==> src/rtl/mest_pro_seq_engine_if.sv <==
// Instruction-memory bus between the MESTPro sequencing engine (master) and its program store (slave).
interface mest_pro_seq_engine_if #(
  parameter int ADDR_W = 8,
  parameter int DATA_W = 8
);
  logic              imem_rd;
  logic [ADDR_W-1:0] imem_addr;
  logic [DATA_W+3:0] imem_data;

  modport master (output imem_rd, output imem_addr, input  imem_data);
  modport slave  (input  imem_rd, input  imem_addr, output imem_data);
endinterface

==> src/rtl/mest_pro_seq_engine.sv <==
// MESTPro datapath: owns pc/accumulator, fetches, decodes and executes one op per EXECUTE strobe.
// Define MEST_PRO_SEQ_CHECK_EN to add the sticky strobe-sequence checker output o_seq_err.
module mest_pro_seq_engine #(
  parameter int ADDR_W    = 8,
  parameter int DATA_W    = 8,
  parameter int LAST_ADDR = 2**ADDR_W - 1
) (
  input  logic                  clk,
  input  logic                  i_reset,
  input  logic                  i_idle,
  input  logic                  i_fetch,
  input  logic                  i_decode,
  input  logic                  i_execute,
  mest_pro_seq_engine_if.master imem,
  output logic                  o_exec_done,
  output logic                  o_end_of_code,
  output logic [DATA_W-1:0]     o_acc,
  output logic [DATA_W-1:0]     o_out_data,
  output logic                  o_out_valid
`ifdef MEST_PRO_SEQ_CHECK_EN
  ,
  output logic                  o_seq_err
`endif
);

  typedef enum logic [3:0] {
    OP_NOP  = 4'h0,
    OP_LDI  = 4'h1,
    OP_ADDI = 4'h2,
    OP_SUBI = 4'h3,
    OP_ANDI = 4'h4,
    OP_XORI = 4'h5,
    OP_JMP  = 4'h6,
    OP_JZ   = 4'h7,
    OP_OUT  = 4'h8,
    OP_HALT = 4'hF
  } opcode_e;

  localparam logic [ADDR_W-1:0] LAST_PC = ADDR_W'(LAST_ADDR);

  logic [ADDR_W-1:0] pc_q, pc_d;
  logic [DATA_W-1:0] acc_q, acc_d;
  logic [DATA_W+3:0] ir_q, ir_d;
  logic [DATA_W-1:0] out_data_q, out_data_d;
  logic              out_valid_q, out_valid_d;
  logic              carry_q, carry_d;

  logic              idle_s, exec_s, dec_s, fetch_s, exec_en;
  logic [3:0]        op;
  logic [DATA_W-1:0] imm;
  logic [DATA_W:0]   sum;
  logic              jump_taken, end_of_code;

  // Reset masks every strobe; otherwise one phase wins: idle > execute > decode > fetch.
  always_comb begin
    idle_s  = i_idle & ~i_reset;
    exec_s  = i_execute & ~i_idle & ~i_reset;
    dec_s   = i_decode & ~i_execute & ~i_idle & ~i_reset;
    fetch_s = i_fetch & ~i_decode & ~i_execute & ~i_idle & ~i_reset;
  end

`ifdef MEST_PRO_SEQ_CHECK_EN
  typedef enum logic [2:0] {PH_NONE, PH_IDLE, PH_FETCH, PH_DECODE, PH_EXEC} phase_e;

  phase_e phase_q, phase_d;
  logic   seq_err_q, seq_err_d;
  logic   multi_s, dec_bad, exec_bad;

  // A misordered or overlapping execute is dropped entirely so it cannot corrupt state.
  always_comb begin
    multi_s   = ~i_reset && ($countones({i_idle, i_fetch, i_decode, i_execute}) > 1);
    dec_bad   = i_decode & ~i_reset & (phase_q != PH_FETCH);
    exec_bad  = i_execute & ~i_reset & (phase_q != PH_DECODE);
    exec_en   = exec_s & ~multi_s & ~exec_bad;
    seq_err_d = seq_err_q | multi_s | dec_bad | exec_bad;
    if (idle_s)       phase_d = PH_IDLE;
    else if (exec_s)  phase_d = PH_EXEC;
    else if (dec_s)   phase_d = PH_DECODE;
    else if (fetch_s) phase_d = PH_FETCH;
    else              phase_d = PH_NONE;
  end

  always_ff @(posedge clk) begin
    if (i_reset) begin
      phase_q   <= PH_NONE;
      seq_err_q <= 1'b0;
    end else begin
      phase_q   <= phase_d;
      seq_err_q <= seq_err_d;
    end
  end

  assign o_seq_err = seq_err_q;
`else
  always_comb exec_en = exec_s;
`endif

  always_comb begin
    op          = ir_q[DATA_W+3:DATA_W];
    imm         = ir_q[DATA_W-1:0];
    sum         = '0;
    jump_taken  = 1'b0;
    end_of_code = 1'b0;
    pc_d        = pc_q;
    acc_d       = acc_q;
    ir_d        = ir_q;
    out_data_d  = out_data_q;
    out_valid_d = 1'b0;
    carry_d     = carry_q;
    if (idle_s) begin
      pc_d = '0;
    end else if (exec_en) begin
      // JZ tests the accumulator as it was before this execute.
      jump_taken  = (op == OP_JMP) || ((op == OP_JZ) && (acc_q == '0));
      end_of_code = (op == OP_HALT) || ((pc_q == LAST_PC) && !jump_taken);
      case (op)
        OP_LDI:  acc_d = imm;
        OP_ADDI: begin
          sum     = {1'b0, acc_q} + {1'b0, imm};
          acc_d   = sum[DATA_W-1:0];
          carry_d = sum[DATA_W];
        end
        OP_SUBI: begin
          sum     = {1'b0, acc_q} - {1'b0, imm};
          acc_d   = sum[DATA_W-1:0];
          carry_d = sum[DATA_W];
        end
        OP_ANDI: acc_d = acc_q & imm;
        OP_XORI: acc_d = acc_q ^ imm;
        OP_OUT: begin
          out_data_d  = acc_q;
          out_valid_d = 1'b1;
        end
        default: ;
      endcase
      if (jump_taken)       pc_d = imm[ADDR_W-1:0];
      else if (end_of_code) pc_d = '0;
      else                  pc_d = pc_q + 1'b1;
    end else if (dec_s) begin
      ir_d = imem.imem_data;
    end
  end

  always_ff @(posedge clk) begin
    if (i_reset) begin
      pc_q        <= '0;
      acc_q       <= '0;
      ir_q        <= '0;
      out_data_q  <= '0;
      out_valid_q <= 1'b0;
      carry_q     <= 1'b0;
    end else begin
      pc_q        <= pc_d;
      acc_q       <= acc_d;
      ir_q        <= ir_d;
      out_data_q  <= out_data_d;
      out_valid_q <= out_valid_d;
      carry_q     <= carry_d;
    end
  end

  assign imem.imem_rd   = fetch_s;
  assign imem.imem_addr = pc_q;
  assign o_exec_done    = exec_en;
  assign o_end_of_code  = end_of_code;
  assign o_acc          = acc_q;
  assign o_out_data     = out_data_q;
  assign o_out_valid    = out_valid_q;

endmodule

==> src/flat_wrapper.sv <==
// flat-port wrapper written by rule: the top's interface ports become plain ports
module mest_pro_seq_engine_flat 
#(
  parameter int ADDR_W    = 8,
  parameter int DATA_W    = 8,
  parameter int LAST_ADDR = 2**ADDR_W - 1
)
  (clk, i_reset, i_idle, i_fetch, i_decode, i_execute, o_exec_done, o_end_of_code, o_acc, o_out_data, o_out_valid, imem_imem_rd, imem_imem_addr, imem_imem_data);
  mest_pro_seq_engine_if #(.ADDR_W(ADDR_W), .DATA_W(DATA_W)) imem_i ();
  input  logic clk;
  input  logic i_reset;
  input  logic i_idle;
  input  logic i_fetch;
  input  logic i_decode;
  input  logic i_execute;
  output logic o_exec_done;
  output logic o_end_of_code;
  output logic [DATA_W-1:0] o_acc;
  output logic [DATA_W-1:0] o_out_data;
  output logic o_out_valid;
  output wire logic [$bits(imem_i.imem_rd)-1:0] imem_imem_rd;
  output wire logic [$bits(imem_i.imem_addr)-1:0] imem_imem_addr;
  input wire logic [$bits(imem_i.imem_data)-1:0] imem_imem_data;
  assign imem_imem_rd = imem_i.imem_rd;
  assign imem_imem_addr = imem_i.imem_addr;
  assign imem_i.imem_data = imem_imem_data;
  mest_pro_seq_engine #(.ADDR_W(ADDR_W), .DATA_W(DATA_W), .LAST_ADDR(LAST_ADDR)) u_core (.clk(clk), .i_reset(i_reset), .i_idle(i_idle), .i_fetch(i_fetch), .i_decode(i_decode), .i_execute(i_execute), .imem(imem_i), .o_exec_done(o_exec_done), .o_end_of_code(o_end_of_code), .o_acc(o_acc), .o_out_data(o_out_data), .o_out_valid(o_out_valid));
endmodule
==> config.mk <==
export PLATFORM = sky130hd
export DESIGN_NAME = mest_pro_seq_engine_flat
export DESIGN_NICKNAME = d
export VERILOG_FILES = /design/src/rtl/mest_pro_seq_engine_if.sv /design/src/rtl/mest_pro_seq_engine.sv /design/src/flat_wrapper.sv
export SDC_FILE = /design/constraint.sdc
export NUM_CORES = 1
export LEC_CHECK = 0
export CORE_AREA = 2 2 107 78
export DETAILED_ROUTE_END_ITERATION = 8
export DIE_AREA = 0 0 109 80
export PLACE_DENSITY = 0.67
export REMOVE_ABC_BUFFERS = 1
export SYNTH_ARGS = -nofsm -noshare
export SYNTH_HDL_FRONTEND = slang
export SYNTH_SLANG_ARGS = --single-unit
==> constraint.sdc <==
create_clock -name clk -period 2.6 [get_ports clk]
set_clock_uncertainty 0.05 [all_clocks]
set_input_delay 0.39 -clock clk [delete_from_list [all_inputs] [get_ports clk]]
set_output_delay 0.39 -clock clk [all_outputs]
set_load 0.1 [all_outputs]
Word level (Yosys, flattened, before mapping)
Cells that the tools add are included.
- bits in registers: 37
- input bits: 18
- output and inout bits: 28
- word-level logic and storage cells: 54
- add/subtract/negate cells: 3
- eq/ne operators: 10
- multiplexer cells: 6
- bitwise operators: 18
- reductions and logical operators: 12
- operators by type and width (kind ; count):
    case mux 8 bit (5 select lines) ; 1
    == test 4 x 3 -> 1 bit, second input constant ; 4
    2-to-1 mux 8 bit ; 2
    bitwise AND 1 bit ; 10
    AND reduction 3 bit ; 3
    adder 8 x 1 -> 8 bit, second input constant ; 1
    adder 8 bit ; 1
    bitwise AND 8 bit ; 1
    == test 4 x 2 -> 1 bit, second input constant ; 2
    == test 4 bit, second input constant ; 2
    == test 8 bit, second input constant ; 1
    logical NOT 8 bit ; 1
    subtractor 8 bit ; 1
    XOR 8 bit ; 1
    inverter 1 bit ; 6
    nonzero test 5 bit ; 1
    == test 4 x 1 -> 1 bit, second input constant ; 1
    2-to-1 mux 1 bit ; 3
    OR reduction 3 bit ; 1
    logical AND 1 bit ; 2
    logical OR 1 bit ; 2
    OR reduction 2 bit ; 1
    logical NOT 1 bit ; 1

Longest topological paths before layout
Gate-level depths: netlist (run 1).
- word-level depth: 8
- depth in mapped cells: 13
- gate-level depth less buffers: 11

Worst setup path after synthesis (run 1)
Ideal clock, no wire load.
- path type: input -> output
- start point: input port i_reset
- end point: output port imem_imem_rd
- data arrival time: 3934 ps
- data required time: 2160 ps
- path slack: -1774 ps
- stages on the path: 3
- buffers on the path: 1
- cells stage by stage: or2_1 > clkbuf_1 > nor4b_1
- cells in the longest elaborated chain, start to end: 2
- RTL lines (element ; line ; text):
    from (decl) ; flat_wrapper.sv:11 ; input logic i_reset;
    inverter 1 bit ; mest_pro_seq_engine.sv:59 ; fetch_s = i_fetch & ~i_decode & ~i_execute & ~i_idle & ~i_reset;
    bitwise AND 1 bit ; mest_pro_seq_engine.sv:59 ;
    to (decl) ; flat_wrapper.sv:21 ; output wire logic [$bits(imem_i.imem_rd)-1:0] imem_imem_rd;
No other way between the ends.

Worst setup path after layout (run 1)
- start point: register u_core.ir_q[3]
- end point: register u_core.acc_q[6] (netlist: u_core.o_acc[6])
- cells in the longest elaborated chain, start to end: 2
- elaborated cells on any way between the ends: 3
- classes of those cells: add/sub (2); mux (1)
- RTL lines (element ; line ; text):
    from (decl) ; mest_pro_seq_engine.sv:43 ; logic [DATA_W+3:0] ir_q, ir_d;
    from (signal assigned) ; mest_pro_seq_engine.sv:155 ; ir_q <= ir_d;
    subtractor 8 bit / adder 8 bit (equally long branches) ; mest_pro_seq_engine.sv:124, mest_pro_seq_engine.sv:119 ;
    case mux 8 bit (5 select lines) (*) ; mest_pro_seq_engine.sv:116 ; case (op)
    to (signal assigned) ; mest_pro_seq_engine.sv:147 ; acc_q <= '0;
    to (signal assigned) ; mest_pro_seq_engine.sv:154 ; acc_q <= acc_d;
    to (decl) ; mest_pro_seq_engine.sv:42 ; logic [DATA_W-1:0] acc_q, acc_d;
Every way passes the cells marked *; elsewhere a longest branch is shown, timed or not.
A chain may end at the register's enable or synchronous reset.

==> results of run 1 <==
==> what timing repair did <==
action                                  CTS  global route
setup buffers                             0             1
gates resized for setup                   0             5
endpoints found under the setup margin    0             5
==> synthesized netlist by cell type, types with 3 or more instances <==
cell	instances
clkbuf_1	12
inv_1	9
dfxtp_1	37
nor3b_1	4
nor3_1	11
buf_2	5
xnor2_1	10
a22oi_1	5
nand2_1	49
nand3b_1	5
a222oi_1	4
ha_1	17
o21ai_1	3
a31oi_1	3
xor2_1	3
and3_1	4
a311oi_1	3
nor2_1	23
nand3_1	3
a21oi_1	34
nor2b_1	4
nand4_1	3
o21ai_0	6
==> where the power goes <==
part | internal (mW) | switching (mW) | total (mW)
Sequential | 0.573 | 0.00903 | 0.582
Combinational | 0.102 | 0.126 | 0.228
Clock | 0.210 | 0.201 | 0.412
Total | 0.885 | 0.336 | 1.22
==> registers in the layout, summed over array words and instances, names as in the netlist <==
register	flops
u_core.o_out_data	8
u_core.o_out_valid	1
u_core.imem.imem_addr	8
u_core.o_acc	8
u_core.ir_q	12
==> routing by layer <==
metal,vias up,share of wire
met5,-,0
met4,0,0.0062
met3,5,0.11
met2,102,0.41
met1,1138,0.47
li1,1205,-
==> critical path: stages, from the launching register on <==
cell	delay, ns
dfxtp_1	0.43
nor4_1	0.53
a21oi_1	0.19
xnor2_1	0.17
ha_1	0.35
mux2_2	0.34
nand2_1	0.06
nand4_1	0.09
o21a_1	0.20
==> placed cells by master (no fill, tap or decap), drive strengths merged, types with 2 or more instances in the layout <==
cell type / netlist / final
a21oi: 35 / 35
a211oi: 2 / 2
xor2: 3 / 3
nand4: 3 / 3
nand3b: 5 / 5
clkdlybuf4s50: 0 / 17
a22oi: 5 / 5
nand2: 49 / 49
nor2: 24 / 24
o21ai: 9 / 9
a311oi: 4 / 4
clkbuf: 12 / 7
a31oi: 3 / 3
nor3b: 5 / 5
or2: 2 / 2
nor2b: 5 / 5
and3: 4 / 4
a222oi: 4 / 4
nand2b: 2 / 2
o21a: 2 / 2
xnor2: 10 / 10
inv: 9 / 9
buf: 8 / 53
nand3: 3 / 3
o22ai: 2 / 2
dfxtp: 37 / 37
ha: 17 / 17
mux2: 2 / 2
nor3: 11 / 11
or4: 2 / 2
nor4: 2 / 2
==> worst max-delay path by stage <==
stage                                            start                      endpoint  cells past startpoint
after global placement                         i_reset  u_core.o_acc[6]$_SDFFE_PP0P_                      7
after global routing      u_core.ir_q[11]$_SDFFE_PP0P_  u_core.o_acc[5]$_SDFFE_PP0P_                     11
after detailed placement  u_core.ir_q[11]$_SDFFE_PP0P_  u_core.o_acc[4]$_SDFFE_PP0P_                     10
final                      u_core.ir_q[3]$_SDFFE_PP0P_  u_core.o_acc[6]$_SDFFE_PP0P_                      8
after CTS                 u_core.ir_q[11]$_SDFFE_PP0P_  u_core.o_acc[4]$_SDFFE_PP0P_                     10
after floorplan                                i_reset                  imem_imem_rd                      2
==> kinds of logic (layout without fill, tap and decap cells) <==
group	count (synthesis)	in the layout	synth area share
AOI/OAI and AO/OA	79	79	0.226
adders and majority gates	18	18	0.0966
muxes	3	3	0.0135
buffers and inverters	29	86	0.0540
DFF	37	37	0.308
xor gates and xnor gates	13	13	0.0473
and+or+nand+nor	124	124	0.255
==> area by class of cell <==
| cell class | count | area [um^2] | share of cell area |
|---|---|---|---|
| Sequential cell | 37 | 741 | 0.235 |
| Inverter | 9 | 33.8 | 0.0107 |
| Multi-Input combinational cell | 237 | 1550 | 0.494 |
| Clock buffer | 7 | 86.3 | 0.0274 |
| Timing Repair Buffer | 70 | 606 | 0.193 |
| Tap cell | 101 | 126 | 0.0402 |
==> through the flow <==
step                std cells  setup slack, ns  total power, mW  hold slack (ns)  cell area [um^2]
floorplan                 283            -1.70            0.729            0.409              2310
global placement          453            0.102            0.812            0.401              3040
detailed placement        453           0.0927            0.814            0.399              3040
CTS                       460           0.0621             1.23            0.409              3120
global route              461          -0.0484             1.28            0.429              3150
finish                    461           0.0840             1.22            0.405              3150
==> flow_summary.json, run 1 <==
{
  "cts-root-buf": "clkbuf_8",
  "num_vias": 2450,
  "clkTransAtPathRegs_ns": 0.08,
  "drt-initial-drc-count": 252,
  "fillers": 787,
  "critPathKind": "flip-flop to flip-flop",
  "worstSkewPairLatency_ns": 0.29,
  "netlist_area_um2": 2410,
  "critPathRequiredTime_ns": 2.74,
  "nNetsFinal": 396,
  "met3_usage": 0.0351,
  "antenna_found_initial": 0,
  "yosysUniqueCellTypes": 60,
  "dp_hpwl_mm": 5.42,
  "synth_top_area_share": 0.308,
  "drive_gt1_frac": 0.206,
  "grt_pass1_vias": 2230,
  "die_width_um": 109,
  "start_util": 0.314,
  "vias_per_cell": 5.31,
  "drv_cap": 0,
  "core_area_um2": 7670,
  "use_met2": 0.243,
  "grtUsageTotal": 0.173,
  "synth_edf_count": 0,
  "drcViolationCount": 0,
  "reg2reg_depth": 8,
  "yosys_warnings": 0,
  "synth-async-reset-ratio": 0,
  "power_density_nw_per_um2": 388,
  "holdCritStartpoint": "u_core.o_out_data[7]$_SDFFE_PP0P_",
  "r2r-start": "u_core.ir_q[3]$_SDFFE_PP0P_",
  "htree_levels": 2,
  "p_leak_nw": 1.25,
  "cp_max_fo": 8,
  "hp-class": "flip-flop to flip-flop",
  "ir_drop_uv": 205,
  "grt_max_degree": 28,
  "relSlewSlack": 0.522,
  "cts_tree": "done",
  "grt_first_pass_wirelength_mm": 11.6,
  "ant_nets": 0,
  "synthToLayoutAreaGrowth_pct": 30.6,
  "cts_sinks": 37,
  "grt.overflow.total": 0,
  "die_h_um": 80,
  "finalSetupViolCount": 0,
  "use_met1": 0.266,
  "clockBufferDepth": 2,
  "yosysSeqAreaShare": 0.308,
  "routed_wl_mm": 7.24,
  "busiest_layer": "met1",
  "antenna_cells": 0,
  "globalplace.congestion": 0.908,
  "tightest_slew_ns": 0.714,
  "synthCells": 303,
  "ys_ff_latch": 37,
  "fin_crit_sh": 0.968,
  "num_rows": 27,
  "r2r_slack_ns": 0.08,
  "ys.flop_type": "dfxtp_1",
  "hold_depth": 2,
  "fin_util": 0.410,
  "post_drt_wl_per_cell_um": 15.7,
  "synth_area_leaders": "dfxtp_1 (31%), ha_1 (8.8%), nand2_1 (7.6%), a21oi_1 (7.1%), xnor2_1 (3.6%)",
  "cp-end-kind": "flip-flop",
  "cts-hold-fix-buffers": 0,
  "yosysTopAreaCell": "dfxtp_1",
  "port_buffers": 45,
  "drv_slew": 0,
  "numCtsBuffers": 5,
  "first_pass_iters": 4,
  "period_needed_ns": 2.52,
  "synth.avg_cell_area_um2": 7.95,
  "cp-start-kind": "flip-flop",
  "r2r_end": "u_core.o_acc[6]$_SDFFE_PP0P_",
  "max_freq_mhz": 397,
  "holdPathEnd": "u_core.o_out_data[7]$_SDFFE_PP0P_",
  "cp.arrival_ns": 2.66,
  "finalHoldViolCount": 0,
  "io_pins": 46,
  "die-area_um2": 8720,
  "finalSetupTns_ns": 0,
  "status": "finished, final reports clean"
}
Power figures use the tool's default switching activity.
==> run 2, diff against run 1 <==
CORE_AREA = 2 2 96 70   (was 2 2 107 78)
DIE_AREA = 0 0 98 72   (was 0 0 109 80)
GPL_ROUTABILITY_DRIVEN = 0   (was unset)
PLACE_DENSITY = 0.78   (was 0.67)
REMOVE_ABC_BUFFERS = unset   (was 1)
==> flow_summary.json, run 2 (synthesis results as in run 1) <==
{
  "antenna_found_initial": 0,
  "critPathMaxStageDelay_ns": 0.37,
  "cp.arrival_ns": 2.65,
  "routed_wl_mm": 7.20,
  "worstSkewPairLatency_ns": 0.31,
  "finalSetupTns_ns": 0,
  "crit_chain": "nor3b_2 -> and2_4 -> mux2_2 -> inv_1 -> ha_1 -> nor2b_2 -> o2111ai_2 -> and3_1 -> nor3_2 -> xnor2_1 -> o22ai_1",
  "drv_slew": 0,
  "seq_power_share": 0.466,
  "status": "finished, final reports clean",
  "cts_sinks": 37,
  "dpl-instance-area_um2": 3040,
  "finalSetupViolCount": 0,
  "critPathRequiredTime_ns": 2.78,
  "swShare": 0.306,
  "stdcell_area_um2": 3150,
  "num_vias": 2424,
  "die-area_um2": 7060,
  "grt_setup_unrepaired": "yes",
  "max_freq_mhz": 405,
  "grt_max_degree": 30,
  "first_pass_iters": 4,
  "crit_cells": 11,
  "tightest_slew_ns": 0.729,
  "finalHoldViolCount": 0,
  "io_pins": 46,
  "grt_first_pass_wirelength_mm": 11.6,
  "drv_cap": 0,
  "grt_pass1_vias": 2359,
  "post_drt_wl_per_cell_um": 16.5,
  "grtUsageTotal": 0.204,
  "synthToLayoutAreaGrowth_pct": 30.9,
  "period_needed_ns": 2.47,
  "cp_max_fo": 7,
  "num_rows": 24,
  "cts-root-buf": "clkbuf_8",
  "reg2reg_depth": 11,
  "die_h_um": 72,
  "power_density_nw_per_um2": 396,
  "start_util": 0.395,
  "syn-num-nets": 339,
  "drcViolationCount": 0,
  "largest_register_ffs": 12,
  "critPathBufInv": 1,
  "crit_slowest_cell": "mux2_2",
  "final_common_cell": "nand2_1",
  "hp-class": "flip-flop to flip-flop",
  "relSlewSlack": 0.512,
  "hold_depth": 2,
  "critPathKind": "flip-flop to flip-flop",
  "htree_levels": 2,
  "final_cell_mix": "nand2_1 (49), buf_4 (47), a21oi_1 (33), dfxtp_1 (24), nor2_1 (23)",
  "pwr-share-clk": 0.348,
  "dp_hpwl_mm": 5.40,
  "cp-end-kind": "flip-flop",
  "nNetsFinal": 393,
  "p_leak_nw": 1.26,
  "numCtsBuffers": 5,
  "antenna_cells": 0,
  "port_buffers": 45,
  "drive_gt1_frac": 0.251,
  "clockBufferDepth": 2,
  "power_frac_comb": 0.186,
  "p_switching_uw": 382,
  "cp-start-kind": "flip-flop",
  "grt.overflow.total": 0,
  "p_int_uw": 866,
  "drt-initial-drc-count": 201,
  "fin_crit_sh": 0.949,
  "core_area_um2": 6100,
  "die_width_um": 98,
  "regMostFlops": "u_core.ir_q",
  "ir_drop_uv": 185,
  "vias_per_cell": 5.56,
  "cts_setup_buffers": 0,
  "critical_path.top_delay_family": "simple AND/OR/NAND/NOR gates",
  "ant_nets": 0,
  "cts_tree": "done",
  "clkTransAtPathRegs_ns": 0.08
}
## run 2: per-stage QoR
stage          worst slack, ns  hold slack, ns  std cells  power (mW)  utilization
2_1_floorplan           0.0657           0.438        303       0.744            -
3_3_place_gp             0.136           0.397        428       0.813        0.499
3_5_place_dp            0.0407           0.401        428       0.816        0.499
4_1_cts                0.00882           0.415        436        1.25        0.513
5_1_grt                -0.0356           0.435        436        1.29        0.517
6_report                 0.132           0.413        436        1.25        0.517
## run 2: layer usage
layer,track usage,vias up,share of wire
li1,-,1209,-
met1,0.296,1102,0.47
met2,0.293,102,0.41
met3,0.0568,11,0.11
met4,0.0694,0,0.012
met5,0,-,0
## run 2: power groups by stage
stage	sequential [mW]	combinational (mW)	clock, mW
2_1_floorplan	0.612	0.132	0
3_3_place_gp	0.595	0.217	0
3_5_place_dp	0.596	0.220	0
4_1_cts	0.582	0.222	0.441
5_1_grt	0.583	0.251	0.456
6_report	0.582	0.232	0.434
## run 2: area by class of cell
type | count | area, um^2
clock buffers | 5 | 68.8
clock inverters | 3 | 21.3
fillers | 596 | 2940
inverters | 9 | 33.8
multi-input cells | 237 | 1590
flip-flops and latches | 37 | 759
well taps | 78 | 97.6
repair buffers | 67 | 583
## run 2: worst reg2reg max path, stage by stage (launching register included)
cell	delay, ns
dfxtp_1	0.33
nor3b_2	0.21
and2_4	0.21
mux2_2	0.37
inv_1	0.07
ha_1	0.22
nor2b_2	0.17
o2111ai_2	0.21
and3_1	0.22
nor3_2	0.06
xnor2_1	0.12
o22ai_1	0.17
## run 2: final timing paths
check | slack [ns] | to | start
hold / removal | 0.41 | u_core.o_out_data[3]$_SDFFE_PP0P_ | u_core.o_out_data[3]$_SDFFE_PP0P_
hold reg to reg | 0.41 | u_core.o_out_data[3]$_SDFFE_PP0P_ | u_core.o_out_data[3]$_SDFFE_PP0P_
setup reg to reg | 0.13 | u_core.o_acc[7]$_SDFFE_PP0P_ | u_core.ir_q[11]$_SDFFE_PP0P_
setup / recovery | 0.13 | u_core.o_acc[7]$_SDFFE_PP0P_ | u_core.ir_q[11]$_SDFFE_PP0P_
## run 2: timing repair
action,4_1_cts,5_1_grt
resized for setup,0,8
setup endpoints to repair,0,5
hold buffers,0,0
==> run 3, diff against run 2 <==
CTS_CLUSTER_SIZE = 25   (was unset)
==> results of run 3 <==
The final DEF is identical to that of run 2; final timing and power are the same.
